--- config.mk ---
export PLATFORM = sky130hd
export DESIGN_NAME = atari_bus_master_flat
export DESIGN_NICKNAME = d
export VERILOG_FILES = /design/src/rtl/atari_bus_master_if.sv /design/src/rtl/atari_bus_master.sv /design/src/flat_wrapper.sv
export SDC_FILE = /design/constraint.sdc
export NUM_CORES = 1
export LEC_CHECK = 0
export CORE_UTILIZATION = 40
export DETAILED_ROUTE_END_ITERATION = 6
export MAX_ROUTING_LAYER = met4
export PLACE_DENSITY = 0.73
export SETUP_SLACK_MARGIN = 0.2
export SLEW_MARGIN = 15
export SYNTH_ARGS = -nofsm -noshare
export SYNTH_HDL_FRONTEND = slang
export SYNTH_SLANG_ARGS = --single-unit
--- constraint.sdc ---
create_clock -name clk -period 1.6 [get_ports clk]
set_clock_uncertainty 0.05 [all_clocks]
set_input_delay 0.32 -clock clk [delete_from_list [all_inputs] [get_ports clk]]
set_output_delay 0.32 -clock clk [all_outputs]
set_load 0.01 [all_outputs]
--- src/rtl/atari_bus_master_if.sv ---
// Command/response handshake between a bus requester and atari_bus_master.
// master = requester side, slave = the bus-cycle engine.
interface atari_bus_master_if;
  logic        cmd_valid;
  logic        cmd_ready;
  logic        cmd_rw;
  logic [15:0] cmd_addr;
  logic [7:0]  cmd_wdata;
  logic        cmd_halt;
  logic        rsp_valid;
  logic [7:0]  rsp_rdata;

  modport master (
    output cmd_valid, cmd_rw, cmd_addr, cmd_wdata, cmd_halt,
    input  cmd_ready, rsp_valid, rsp_rdata
  );

  modport slave (
    input  cmd_valid, cmd_rw, cmd_addr, cmd_wdata, cmd_halt,
    output cmd_ready, rsp_valid, rsp_rdata
  );
endinterface

--- src/rtl/atari_bus_master.sv ---
// Atari cartridge bus master: free-running PHI2, one command per bus cycle.
// Optional macro ATARI_BUS_HALT_EN enables per-command HALT (MARIA DMA) cycles.
module atari_bus_master #(
  parameter int PHI2_LO_CYCLES = 8,
  parameter int PHI2_HI_CYCLES = 7
) (
  input  logic                 clk,
  input  logic                 reset,
  atari_bus_master_if.slave    host,
  output logic [15:0]          a,
  output logic                 phi2,
  output logic                 rw,
  output logic                 halt,
  output logic [7:0]           d_out,
  output logic                 d_oe,
  input  logic [7:0]           d_in
);

  localparam int         CYC_LEN = PHI2_LO_CYCLES + PHI2_HI_CYCLES;
  localparam logic [6:0] LO_C    = 7'(PHI2_LO_CYCLES);
  localparam logic [6:0] LAST_C  = 7'(CYC_LEN - 1);

  typedef enum logic {IDLE_CYC = 1'b0, XFER_CYC = 1'b1} state_t;

  state_t      state_q, state_d;
  logic [6:0]  cnt_q, cnt_d;
  logic        phi2_q, phi2_d;
  logic        cmd_ready_q, cmd_ready_d;
  logic [15:0] a_q, a_d;
  logic        rw_q, rw_d;
  logic        halt_q, halt_d;
  logic [7:0]  wdata_q, wdata_d;
  logic [7:0]  d_out_q, d_out_d;
  logic        d_oe_q, d_oe_d;
  logic        rsp_valid_q, rsp_valid_d;
  logic [7:0]  rsp_rdata_q, rsp_rdata_d;
  logic        handshake_s;
  logic        xfer_s;

`ifndef ATARI_BUS_HALT_EN
  logic cmd_halt_unused_s;
  assign cmd_halt_unused_s = host.cmd_halt;
`endif

  // Phase counter, bus-cycle selection and next values of every registered output.
  always_comb begin
    cnt_d       = cnt_q;
    state_d     = state_q;
    a_d         = a_q;
    rw_d        = rw_q;
    halt_d      = halt_q;
    wdata_d     = wdata_q;
    d_out_d     = d_out_q;
    d_oe_d      = 1'b0;
    rsp_valid_d = 1'b0;
    rsp_rdata_d = rsp_rdata_q;
    xfer_s      = (state_q == XFER_CYC);
    handshake_s = host.cmd_valid && cmd_ready_q;

    if (cnt_q == LAST_C) begin
      cnt_d  = 7'd0;
      // A write keeps driving for one clk past the PHI2 fall (hold time).
      d_oe_d = d_oe_q;
      if (handshake_s) begin
        state_d = XFER_CYC;
        a_d     = host.cmd_addr;
        rw_d    = host.cmd_rw;
        wdata_d = host.cmd_wdata;
`ifdef ATARI_BUS_HALT_EN
        halt_d  = ~host.cmd_halt;
`else
        halt_d  = 1'b1;
`endif
      end else begin
        state_d = IDLE_CYC;
        rw_d    = 1'b1;
        halt_d  = 1'b1;
      end
      if (xfer_s && rw_q) begin
        rsp_valid_d = 1'b1;
        rsp_rdata_d = d_in;
      end else begin
        rsp_valid_d = 1'b0;
      end
    end else begin
      cnt_d = cnt_q + 7'd1;
      if ((cnt_d >= LO_C) && xfer_s && !rw_q) begin
        d_oe_d  = 1'b1;
        d_out_d = wdata_q;
      end else begin
        d_oe_d  = 1'b0;
      end
    end

    phi2_d      = (cnt_d >= LO_C);
    cmd_ready_d = (cnt_d == LAST_C);
  end

  // State and output registers; reset abandons any transaction in flight.
  always_ff @(posedge clk) begin
    if (reset) begin
      cnt_q       <= 7'd0;
      state_q     <= IDLE_CYC;
      phi2_q      <= 1'b0;
      cmd_ready_q <= 1'b0;
      a_q         <= 16'h0000;
      rw_q        <= 1'b1;
      halt_q      <= 1'b1;
      wdata_q     <= 8'h00;
      d_out_q     <= 8'h00;
      d_oe_q      <= 1'b0;
      rsp_valid_q <= 1'b0;
      rsp_rdata_q <= 8'h00;
    end else begin
      cnt_q       <= cnt_d;
      state_q     <= state_d;
      phi2_q      <= phi2_d;
      cmd_ready_q <= cmd_ready_d;
      a_q         <= a_d;
      rw_q        <= rw_d;
      halt_q      <= halt_d;
      wdata_q     <= wdata_d;
      d_out_q     <= d_out_d;
      d_oe_q      <= d_oe_d;
      rsp_valid_q <= rsp_valid_d;
      rsp_rdata_q <= rsp_rdata_d;
    end
  end

  assign host.cmd_ready = cmd_ready_q;
  assign host.rsp_valid = rsp_valid_q;
  assign host.rsp_rdata = rsp_rdata_q;
  assign a              = a_q;
  assign phi2           = phi2_q;
  assign rw             = rw_q;
  assign halt           = halt_q;
  assign d_out          = d_out_q;
  assign d_oe           = d_oe_q;

endmodule
--- src/flat_wrapper.sv ---
// flat-port wrapper written by rule: the top's interface ports become plain ports
module atari_bus_master_flat 
#(
  parameter int PHI2_LO_CYCLES = 8,
  parameter int PHI2_HI_CYCLES = 7
)
  (clk, reset, a, phi2, rw, halt, d_out, d_oe, d_in, host_cmd_valid, host_cmd_rw, host_cmd_addr, host_cmd_wdata, host_cmd_halt, host_cmd_ready, host_rsp_valid, host_rsp_rdata);
  atari_bus_master_if host_i ();
  input  logic clk;
  input  logic reset;
  output logic [15:0] a;
  output logic phi2;
  output logic rw;
  output logic halt;
  output logic [7:0] d_out;
  output logic d_oe;
  input  logic [7:0] d_in;
  input wire logic [$bits(host_i.cmd_valid)-1:0] host_cmd_valid;
  input wire logic [$bits(host_i.cmd_rw)-1:0] host_cmd_rw;
  input wire logic [$bits(host_i.cmd_addr)-1:0] host_cmd_addr;
  input wire logic [$bits(host_i.cmd_wdata)-1:0] host_cmd_wdata;
  input wire logic [$bits(host_i.cmd_halt)-1:0] host_cmd_halt;
  output wire logic [$bits(host_i.cmd_ready)-1:0] host_cmd_ready;
  output wire logic [$bits(host_i.rsp_valid)-1:0] host_rsp_valid;
  output wire logic [$bits(host_i.rsp_rdata)-1:0] host_rsp_rdata;
  assign host_i.cmd_valid = host_cmd_valid;
  assign host_i.cmd_rw = host_cmd_rw;
  assign host_i.cmd_addr = host_cmd_addr;
  assign host_i.cmd_wdata = host_cmd_wdata;
  assign host_i.cmd_halt = host_cmd_halt;
  assign host_cmd_ready = host_i.cmd_ready;
  assign host_rsp_valid = host_i.rsp_valid;
  assign host_rsp_rdata = host_i.rsp_rdata;
  atari_bus_master #(.PHI2_LO_CYCLES(PHI2_LO_CYCLES), .PHI2_HI_CYCLES(PHI2_HI_CYCLES)) u_core (.clk(clk), .reset(reset), .host(host_i), .a(a), .phi2(phi2), .rw(rw), .halt(halt), .d_out(d_out), .d_oe(d_oe), .d_in(d_in));
endmodule
==> reports/metrics.cfg <==
[global_route]
grt_remaining_overflow = 0
grt_pass1_vias = 1636
grt_max_degree = 53
grt_pass1_wl_um = 7652
grt_use_total_pct = 18.61
antenna_found_initial = 0

[synth]
synth-edff-count = 0
synth-seq-cells = 53
ys.warnings.count = 0
synth.top_cell.area_share_pct = 49.27
synthesis.area_um2 = 2153
yosysSeqAreaShare_pct = 49.27
post_synth.cell_area_avg_um2 = 9.700
synth_ff_type = dfxtp_1
synth_area_leaders = dfxtp_1 49%, mux2i_1 7.4%, nand2_1 6.6%, a21oi_2 5.7%, nand2b_1 4.9%
synth_top_area_cell = dfxtp_1
synth-async-reset-ratio_pct = 0
netlist_instances = 222
synth.net_count = 261
yosysUniqueCellTypes = 38

[placed_design]
pre_cts_slack_ns = -0.4225
port_buffers = 72
hpwlAfterDp_um = 3178
globalplace.congestion = 0.7846

[clock_network]
postCtsHoldBufs = 0
h-tree-depth = 2
cts_tree = yes
root_buffer = clkbuf_8
insertion_delay_ns = 0.31
clkSlewWorstSetupHoldPaths_ns = 0.09
cts.sinks = 53
cts.path.max_buffers = 2
numCtsBuffers = 5

[worst_setup_path]
critPathKind = register to register
reg2reg_to = u_core.host.rsp_rdata[3]
crit_required_ns = 1.75
crit_fanout = 6
start_kind = register
cp.arrival_ns = 1.92
r2r_slack_ns = -0.18
critPathCaptureType = register
reg2reg_from = u_core.cnt_q[0]
r2r_cells = 8

[die]
coreArea_um2 = 5140
rows = 26
start_util_pct = 41.89
die_x_um = 75.37
die_h_um = 75.37
die_area_um2 = 5681
ioPinCount = 75

[routing]
drt-wirelength-per-cell_um = 12.99
drc = 0
routed_wl_um = 4949
via_per_inst = 4.696
drtIter0Drc = 93
drtPass1Iterations = 4
ant_nets = 0
num_vias = 1789

[min_path]
min_path_type = primary input to register
min_path_cells = 3
holdPathEnd = u_core.cnt_q[3]
hp-start = reset

[timing]
hold_viol_final = 0
period_minus_slack_ns = 1.778
finalMaxSlewViolations = 0
fin_crit_sh_pct = 111.1
worst_slack_ns = -0.1777
finalSetupViolCount = 47
fmax_mhz = 562.5
grt_setup_unrepaired = true

[status]
status = complete, but fails checks
violations = negative setup slack

[pwr]
swShare_pct = 20.68
ir_drop_v = 0.0004395
p_total_mw = 2.379
p_leak_nw = 1.292
p_sw_uw = 491.9
power_density_nw_per_um2 = 729.9
pwr-share-comb_pct = 7.0
clock_power_share_pct = 37.1
power.share.sequential_pct = 55.9
internal-power_mw = 1.887

[final_layout]
layout_commonest_cell = dfxtp_1
seq_area_um2 = 1069
diodes = 0
mostFrequentLayoutCells = 51 x dfxtp_1, 37 x dlygate4sd2_1, 34 x clkdlybuf4s50_1
drive_gt1_share_pct = 27.97
fillers = 472
nets = 350
area_delta_synth_final_pct = 51.37
multi_input_area_um2 = 1064

[run]
cap_violations = 0

==> cell families (layout without fill, tap and decap cells) <==
kind of cell | count (synthesis) | in the layout | synth area share [%]
DFF | 53 | 53 | 49.27
and+or+nand+nor | 95 | 96 | 22.84
muxes | 16 | 16 | 7.437
buffers and inverters | 17 | 105 | 5.811
AOI/OAI and AO/OA | 33 | 33 | 11.27
adders and majority gates | 2 | 2 | 1.162
other | 1 | 1 | 0.1742
xor gates and xnor gates | 5 | 5 | 2.034
==> area by class of cell <==
type	count	share of cell area (%)
sequential	53	32.78
clock inverter	2	1.075
inverter	2	0.2303
clock buffer	5	2.111
multi-input combinational	153	32.63
timing repair buffer	96	28.48
tap	70	2.687
==> routing by layer <==
| metal | GRT usage, % | wire (um) | vias up | share of wire, % |
|---|---|---|---|---|
| met2 | 30.26 | 2448 | 44 | 49 |
| met5 | - | 0 | - | 0 |
| li1 | - | - | 898 | - |
| met4 | 8.025 | 75 | 0 | 1.5 |
| met1 | 23.33 | 2262 | 839 | 46 |
| met3 | 2.381 | 163 | 8 | 3.3 |
==> registers in the layout, summed over array words and instances (netlist names) <==
name	count
u_core.a	16
u_core.d_out	8
u_core.host.rsp_rdata	8
u_core.wdata_q	8
u_core.cnt_q	7
u_core.d_oe	1
u_core.host.cmd_ready	1
u_core.host.rsp_valid	1
u_core.phi2	1
u_core.rw	1
u_core.state_q	1
==> Yosys cell counts (3+ instances only) <==
library cell,instances
xnor2_1,4
mux2i_1,16
dfxtp_1,53
nand2b_1,17
clkbuf_1,6
a21oi_2,14
nor2_1,14
nand2_2,10
a21oi_1,12
buf_6,3
nand2_1,38
==> critical path, cell delays in order, from the launching register on <==
cell and delay [ns]:
dfxtp_4 0.37, inv_2 0.06, ha_2 0.15, nand4b_1 0.16
nor3_4 0.19, buf_6 0.16, and3_4 0.25, mux2i_1 0.21
nor2_1 0.06
==> per-stage QoR <==
stage	util, %	TNS (ns)	hold WS (ns)	instances	instance area (um^2)
after floorplan	-	0	0.3685	222	2208
after global placement	59.13	-7.279	0.3767	366	3039
after detailed placement	59.13	-9.050	0.3914	366	3039
after CTS	61.76	-4.916	0.3599	378	3174
after global routing	63.41	-9.635	0.3539	381	3259
final	63.41	-6.331	0.3385	381	3259
==> power groups by stage <==
stage	registers (mW)	clock network [mW]	logic, mW
after CTS	1.33	0.898	0.161
after global placement	1.36	0	0.157
final	1.33	0.882	0.167
after global routing	1.33	0.942	0.180
after floorplan	1.36	0	0.0493
after detailed placement	1.36	0	0.158
==> how the worst max path moves through the flow <==
stage	slack, ns	depth (start not counted)	startpoint	endpoint
floorplan	0.008	8	u_core.cnt_q[0]	u_core.host.rsp_rdata[0]
global placement	-0.39	6	u_core.cnt_q[0]	u_core.d_out[4]
detailed placement	-0.42	7	u_core.cnt_q[0]	u_core.d_out[0]
CTS	-0.14	8	u_core.cnt_q[0]	u_core.host.rsp_rdata[3]
global route	-0.25	8	u_core.cnt_q[0]	u_core.host.rsp_rdata[2]
finish	-0.18	8	u_core.cnt_q[0]	u_core.host.rsp_rdata[3]
==> timing repair <==
| action | 4_1_cts | 5_1_grt |
|---|---|---|
| cloned | 1 | 1 |
| setup buffers | 4 | 2 |
| resized for setup | 45 | 12 |
| pin swaps | 4 | 6 |
| endpoints found under the hold margin | 0 | 0 |
| endpoints found under the setup margin | 90 | 53 |
Note: power is estimated with default switching activity, not from simulation.
